### config.mk
export PLATFORM = sky130hd
export DESIGN_NAME = jk_bank_driver_flat
export DESIGN_NICKNAME = d
export VERILOG_FILES = /design/src/rtl/jk_pkg.sv /design/src/rtl/jk_bank_driver_if.sv /design/src/rtl/jk_excite.sv /design/src/rtl/jk_bank_driver.sv /design/src/flat_wrapper.sv
export SDC_FILE = /design/constraint.sdc
export NUM_CORES = 1
export LEC_CHECK = 0
export ABC_AREA = 1
export CORE_MARGIN = 2
export CORE_UTILIZATION = 30
export DETAILED_ROUTE_END_ITERATION = 10
export PLACE_DENSITY = 0.55
export REMOVE_ABC_BUFFERS = 1
export SYNTH_ARGS = -nofsm -noshare
export SYNTH_HDL_FRONTEND = slang
export SYNTH_HIERARCHICAL = 1
export SYNTH_SLANG_ARGS = --single-unit
export TNS_END_PERCENT = 20
### constraint.sdc
create_clock -name clk -period 1.6 [get_ports clk]
set_input_delay 0.32 -clock clk [delete_from_list [all_inputs] [get_ports clk]]
set_output_delay 0.32 -clock clk [all_outputs]
set_load 0.01 [all_outputs]
### src/rtl/jk_pkg.sv
// Shared types and constants for the JK bank driver.
package jk_pkg;

  // Driver FSM states.
  typedef enum logic [1:0] {
    StIdle,
    StDrive,
    StSettle
  } state_e;

  // Excitation codes, packed as {J, K}.
  localparam logic [1:0] ExcHold   = 2'b00;
  localparam logic [1:0] ExcReset  = 2'b01;
  localparam logic [1:0] ExcSet    = 2'b10;
  localparam logic [1:0] ExcToggle = 2'b11;

  // Wide enough for the largest supported retry budget (7).
  localparam int unsigned RetryW = 3;

endpackage

### src/rtl/jk_bank_driver_if.sv
// Request/completion handshake between a controller and the JK bank driver.
interface jk_bank_driver_if #(
  parameter int unsigned W = 4
);

  logic         req_valid;
  logic         req_ready;
  logic [W-1:0] req_target;
  logic         req_toggle;
  logic         done;
  logic         error;

  // Controller side: issues requests, observes completion.
  modport master (
    output req_valid,
    output req_target,
    output req_toggle,
    input  req_ready,
    input  done,
    input  error
  );

  // Driver side: accepts requests, reports completion.
  modport slave (
    input  req_valid,
    input  req_target,
    input  req_toggle,
    output req_ready,
    output done,
    output error
  );

endinterface

### src/rtl/jk_excite.sv
// Per-bit J/K excitation from the current Q (s) toward the target (t).
module jk_excite
  import jk_pkg::*;
(
  input  logic s,
  input  logic t,
  input  logic toggle,
  output logic j,
  output logic k
);

  logic [1:0] exc;

  // Toggle mode flips any differing bit; otherwise set or reset it explicitly.
  always_comb begin
    exc = ExcHold;
    if (s != t) begin
      if (toggle) begin
        exc = ExcToggle;
      end else if (t) begin
        exc = ExcSet;
      end else begin
        exc = ExcReset;
      end
    end
    {j, k} = exc;
  end

endmodule

### src/rtl/jk_bank_driver.sv
// Drives a JK flip-flop bank toward a requested word, verifying and retrying.
module jk_bank_driver
  import jk_pkg::*;
#(
  parameter int unsigned W         = 4,
  parameter int unsigned MAX_RETRY = 2,
  parameter bit          FAST_PC   = 1'b1
) (
  input  logic             clk,
  input  logic             rst,
  jk_bank_driver_if.slave  bus,
  input  logic [W-1:0]     q_fb,
  output logic [W-1:0]     J,
  output logic [W-1:0]     K,
  output logic             Preset_n,
  output logic             Clear_n
);

  localparam logic [RetryW-1:0] RetryMax = RetryW'(MAX_RETRY);

  state_e            state_q;
  logic [W-1:0]      tgt_q;
  logic              tog_q;
  logic [RetryW-1:0] retry_q;
  logic [W-1:0]      j_q, k_q;
  logic              preset_n_q, clear_n_q;
  logic              done_q, error_q;

  // Target/mode feeding the excitation: live request in IDLE, latched copy on retry.
  logic [W-1:0] exc_t;
  logic         exc_tog;
  logic [W-1:0] exc_j, exc_k;
  logic [W-1:0] drv_j, drv_k;
  logic         drv_preset_n, drv_clear_n;
  logic         fast_set, fast_clr;

  // Select the target used to build the next DRIVE cycle.
  always_comb begin
    exc_t   = tgt_q;
    exc_tog = tog_q;
    if (state_q == StIdle) begin
      exc_t   = bus.req_target;
      exc_tog = bus.req_toggle;
    end
  end

  for (genvar i = 0; i < W; i++) begin : g_excite
    jk_excite u_excite (
      .s      (q_fb[i]),
      .t      (exc_t[i]),
      .toggle (exc_tog),
      .j      (exc_j[i]),
      .k      (exc_k[i])
    );
  end

  // DRIVE-cycle outputs; uniform targets may use the bank-wide preset/clear instead.
  always_comb begin
    fast_set     = FAST_PC && (exc_t == {W{1'b1}});
    fast_clr     = FAST_PC && (exc_t == {W{1'b0}});
    drv_j        = exc_j;
    drv_k        = exc_k;
    drv_preset_n = 1'b1;
    drv_clear_n  = 1'b1;
    if (fast_set) begin
      drv_j        = '0;
      drv_k        = '0;
      drv_preset_n = 1'b0;
    end else if (fast_clr) begin
      drv_j        = '0;
      drv_k        = '0;
      drv_clear_n  = 1'b0;
    end
  end

  // Control FSM; all bank-facing and completion outputs are registered here.
  always_ff @(posedge clk) begin
    if (rst) begin
      state_q    <= StIdle;
      tgt_q      <= '0;
      tog_q      <= 1'b0;
      retry_q    <= '0;
      j_q        <= '0;
      k_q        <= '0;
      preset_n_q <= 1'b1;
      clear_n_q  <= 1'b1;
      done_q     <= 1'b0;
      error_q    <= 1'b0;
    end else begin
      // Outputs are idle unless the branch below loads a DRIVE cycle or a completion.
      j_q        <= '0;
      k_q        <= '0;
      preset_n_q <= 1'b1;
      clear_n_q  <= 1'b1;
      done_q     <= 1'b0;
      error_q    <= 1'b0;
      unique case (state_q)
        StIdle: begin
          if (bus.req_valid) begin
            tgt_q      <= bus.req_target;
            tog_q      <= bus.req_toggle;
            retry_q    <= '0;
            j_q        <= drv_j;
            k_q        <= drv_k;
            preset_n_q <= drv_preset_n;
            clear_n_q  <= drv_clear_n;
            state_q    <= StDrive;
          end
        end
        StDrive: begin
          state_q <= StSettle;
        end
        StSettle: begin
          if (q_fb == tgt_q) begin
            done_q  <= 1'b1;
            state_q <= StIdle;
          end else if (retry_q < RetryMax) begin
            retry_q    <= retry_q + 1'b1;
            j_q        <= drv_j;
            k_q        <= drv_k;
            preset_n_q <= drv_preset_n;
            clear_n_q  <= drv_clear_n;
            state_q    <= StDrive;
          end else begin
            done_q  <= 1'b1;
            error_q <= 1'b1;
            state_q <= StIdle;
          end
        end
        default: state_q <= StIdle;
      endcase
    end
  end

  assign J             = j_q;
  assign K             = k_q;
  assign Preset_n      = preset_n_q;
  assign Clear_n       = clear_n_q;
  assign bus.done      = done_q;
  assign bus.error     = error_q;
  assign bus.req_ready = (state_q == StIdle) && !rst;

endmodule
### src/flat_wrapper.sv
// flat-port wrapper written by rule: the top's interface ports become plain ports
module jk_bank_driver_flat import jk_pkg::*;
#(
  parameter int unsigned W         = 4,
  parameter int unsigned MAX_RETRY = 2,
  parameter bit          FAST_PC   = 1'b1
)
  (clk, rst, q_fb, J, K, Preset_n, Clear_n, bus_req_valid, bus_req_target, bus_req_toggle, bus_req_ready, bus_done, bus_error);
  jk_bank_driver_if #(.W(W)) bus_i ();
  input  logic clk;
  input  logic rst;
  input  logic [W-1:0] q_fb;
  output logic [W-1:0] J;
  output logic [W-1:0] K;
  output logic Preset_n;
  output logic Clear_n;
  input wire logic [$bits(bus_i.req_valid)-1:0] bus_req_valid;
  input wire logic [$bits(bus_i.req_target)-1:0] bus_req_target;
  input wire logic [$bits(bus_i.req_toggle)-1:0] bus_req_toggle;
  output wire logic [$bits(bus_i.req_ready)-1:0] bus_req_ready;
  output wire logic [$bits(bus_i.done)-1:0] bus_done;
  output wire logic [$bits(bus_i.error)-1:0] bus_error;
  assign bus_i.req_valid = bus_req_valid;
  assign bus_i.req_target = bus_req_target;
  assign bus_i.req_toggle = bus_req_toggle;
  assign bus_req_ready = bus_i.req_ready;
  assign bus_done = bus_i.done;
  assign bus_error = bus_i.error;
  jk_bank_driver #(.W(W), .MAX_RETRY(MAX_RETRY), .FAST_PC(FAST_PC)) u_core (.clk(clk), .rst(rst), .bus(bus_i), .q_fb(q_fb), .J(J), .K(K), .Preset_n(Preset_n), .Clear_n(Clear_n));
endmodule
==> flow_metrics.tcl <==
set metrics [dict create \
    leakagePower_uw 0.000739 \
    regToRegEndpoint "u_core/J[2]$_SDFF_PP0_" \
    drt-vias-per-instance 4.40 \
    rr_worst_depth 11 \
    worstPathCellList "clkdlybuf4s50_1" \
    whs_path_depth 2 \
    place.port_buffers 24 \
    rsz0062_at_grt "no" \
    path_max_fanout 1 \
    final_wl_microns 2530 \
    final-setup-viol-count 0 \
    skew_ns 0.00131 \
    pin_count_of_the_biggest_net_entering_global_routing 13 \
    final.min_clock_period_ns 1.48 \
    synthesis.yosys.warnings 6 \
    post_synth.cell_area_avg_sq_um 6.37 \
    number_of_antenna_violations_at_the_first_check_in_global_routing 0 \
    post_synth_xor_area_fraction_pct 0 \
    detailedRoute.firstIterationViolations 32 \
    synth_fa_ha_area_share_pct 1.15 \
    post-place-ws_ns -0.242 \
    synth-compound-area-share_pct 7.24 \
    via_total_after_detailed_routing 1140 \
    num-nets-final 227 \
    reg2reg_setup_slack_ns 0.13 \
    least_margin_pin_slew_ns 0.298 \
    setup_ws_ns 0.117 \
    number_of_buffers_and_inverters_on_the_critical_path 1 \
    hold-worst-slack_ns 0.480 \
    critical_path.reg2reg.startpoint "u_core/state_q[1]$_SDFFE_PP0P_" \
    initial_utilization_pct 31.9 \
    place_congestion 0.791 \
    antennaDiodeCount 0 \
    synth_top_family_by_area "simple AND/OR/NAND/NOR gates" \
    critPathArrivalTime_ns 1.16 \
    antenna_violating_nets_post_route 0 \
    fillCellCount 371 \
    detailedPlacementHpwl_microns 1960 \
    pwr_density_cell_mw_per_mm2 810 \
    drc_errors 0 \
    number_of_cts_inserted_buffers 3 \
    clockRootBuffer "sky130_fd_sc_hd__clkbuf_4" \
    yosys-mux-area-fraction_pct 0 \
    firstDrtPassIters 4 \
    synthToLayoutAreaGrowth_pct 40.5 \
    post_route_cells_drive_above_1_share_pct 14.6 \
    outcome "completed" \
    clock_tree.htree_level_count 1 \
    hold-path-endpoint "u_core/retry_q[2]$_SDFFE_PP0P_" \
    synth-seq-cells 22 \
    hold_path_class "reg2reg" \
    peakVddDrop_v 0.000305 \
    first_global_vias 1030 \
    synth.cell_area_sq_mm 0.00109 \
    post_synth_inst_count 171 \
    endpoint_kind "primary output" \
    std_cell_rows 21 \
    crit_path_launch_type "flop" \
    wl_per_cell_microns 9.76 \
    grt.total_usage_pct 13.2 \
    synth.yosys.seq_area_share_pct 40.5 \
    timing.max_cap.violations 0 \
    worst_ep_required_time_ns 1.28 \
    die_width_microns 64.2 \
    slew_viol_final 0 \
    die_h_microns 64.2 \
    power.total_uw 1240 \
    timing.fmax_ghz 0.674 \
    cts_num_sinks 22 \
    critical_path.max_stage_delay_ns 0.53 \
    global_route_wire_length_before_repair_microns 4240 \
    fin_crit_sh_pct 92.7 \
    design.core.area_sq_mm 0.00342 \
    clock_buffer_depth 2 \
    crit_family "buffers and inverters" \
    insertion_delay_ns 0.30 \
    worst_path_max_delay_cell "sky130_fd_sc_hd__clkdlybuf4s50_1" \
    cts.reportedPaths.clkPinSlew_ns 0.12 \
    cts_tree "built" \
    design.portCount 25 \
    globalRouteOverflowTotal 0 \
    die_area_sq_mm 0.00413 \
    crit_type "reg2out" \
    layout.cell_area.non_filler_sq_mm 0.00153 \
    post_synth_and_or_nand_nor_area_fraction_pct 40.1 \
    finalHoldViolCount 0 \
    synthDistinctLibCells 18 \
    placed_cell_area_sq_mm 0.00147 \
    hold_path.startpoint "u_core/retry_q[2]$_SDFFE_PP0P_" \
    relSlewSlack_pct 80.1 \
]
## report_power, final
part | leakage [uW] | total [uW] | internal [uW] | switching (uW)
registers | 0.000180 | 592 | 576 | 15.7
logic | 0.000538 | 339 | 152 | 187
clock network | 0.0000210 | 307 | 139 | 168
total | 0.000739 | 1240 | 868 | 371
## flip-flops by register name, indices dropped and copies added, names as in the netlist
name,cells
u_core/Clear_n,1
u_core/retry_q,3
u_core/K,4
u_core/tgt_q,4
u_core/Preset_n,1
u_core/tog_q,1
u_core/state_q,2
u_core/J,4
u_core/bus.done,1
u_core/bus.error,1
## kinds of logic (layout without fill, tap and decap cells)
| group | count (synthesis) | count (layout) |
|---|---|---|
| and+or+nand+nor | 104 | 104 |
| buffers and inverters | 30 | 72 |
| DFF | 22 | 22 |
| AOI/OAI and AO/OA | 14 | 14 |
| adders and majority gates | 1 | 1 |
## worst max-delay path by stage
| stage | slack (ns) | cells after the start | end | from |
|---|---|---|---|---|
| 2_1_floorplan | 0.21 | 6 | u_core/K[3]$_SDFF_PP0_ | u_core/state_q[1]$_SDFFE_PP0P_ |
| 3_3_place_gp | -0.19 | 5 | bus_req_ready | rst |
| 3_5_place_dp | -0.24 | 5 | bus_req_ready | rst |
| 4_1_cts | 0.02 | 5 | bus_req_ready | rst |
| 5_1_grt | 0.006 | 10 | u_core/K[0]$_SDFF_PP0_ | q_fb[2] |
| 6_report | 0.12 | 1 | J[3] | u_core/J[3]$_SDFF_PP0_ |
## synth_stat cells
cell type / n / share of area, %
sky130_fd_sc_hd__buf_6: 1 / 1.0
sky130_fd_sc_hd__clkinv_1: 1 / 0.34
sky130_fd_sc_hd__ha_1: 1 / 1.1
sky130_fd_sc_hd__nor2_1: 37 / 13
sky130_fd_sc_hd__dfxtp_1: 22 / 40
sky130_fd_sc_hd__a211oi_1: 1 / 0.69
sky130_fd_sc_hd__nor3_1: 1 / 0.46
sky130_fd_sc_hd__o21ai_0: 6 / 2.8
sky130_fd_sc_hd__nor2_2: 5 / 2.9
sky130_fd_sc_hd__nand3_1: 12 / 5.5
sky130_fd_sc_hd__o21ai_1: 4 / 1.8
sky130_fd_sc_hd__o21a_1: 1 / 0.69
sky130_fd_sc_hd__a21oi_1: 1 / 0.46
sky130_fd_sc_hd__nand2_4: 2 / 2.1
sky130_fd_sc_hd__nand2_1: 46 / 16
sky130_fd_sc_hd__inv_1: 28 / 9.7
sky130_fd_sc_hd__nand4_1: 1 / 0.58
sky130_fd_sc_hd__o21ai_2: 1 / 0.80
## layer usage
metal / share of wire [%] / global-route usage [%]
met1: 47 / 15.6
met4: 1.1 / 6.91
met3: 2.7 / 1.76
met2: 50 / 23.0
met5: 0 / 0
## cell type report
type,instances,area (sq um),share of cell area (%)
clock buffer,4,36.3,2.37
sequential,22,442,28.9
tap,46,57.6,3.76
multi-input combinational,119,537,35.1
inverter,29,109,7.12
timing repair buffer,39,348,22.7
## per-stage QoR
step | TNS [ns] | std cells | util [%]
global placement | -1.90 | 253 | 43.1
detailed placement | -2.19 | 253 | 43.1
global route | 0 | 259 | 44.8
floorplan | 0 | 170 | -
finish | 0 | 259 | 44.8
CTS | 0 | 257 | 44.3
## repair_timing
item | CTS | global route
resized for setup | 3 | 6
hold buffers | 0 | 0
pin swaps | 0 | 1
buffers inserted | 0 | 2
hold endpoints to repair | 0 | 0
setup endpoints to repair | 3 | 9
## layout by cell type (no fill, tap or decap), drive strengths merged
master         count
a211oi             1
a21oi              1
buf               15
clkbuf             5
clkdlybuf4s50     23
clkinv             1
dfxtp             22
ha                 1
inv               28
nand2             48
nand3             12
nand4              1
nor2              42
nor3               1
o21a               1
o21ai             11
No activity file was read; power rests on OpenSTA's default activity.
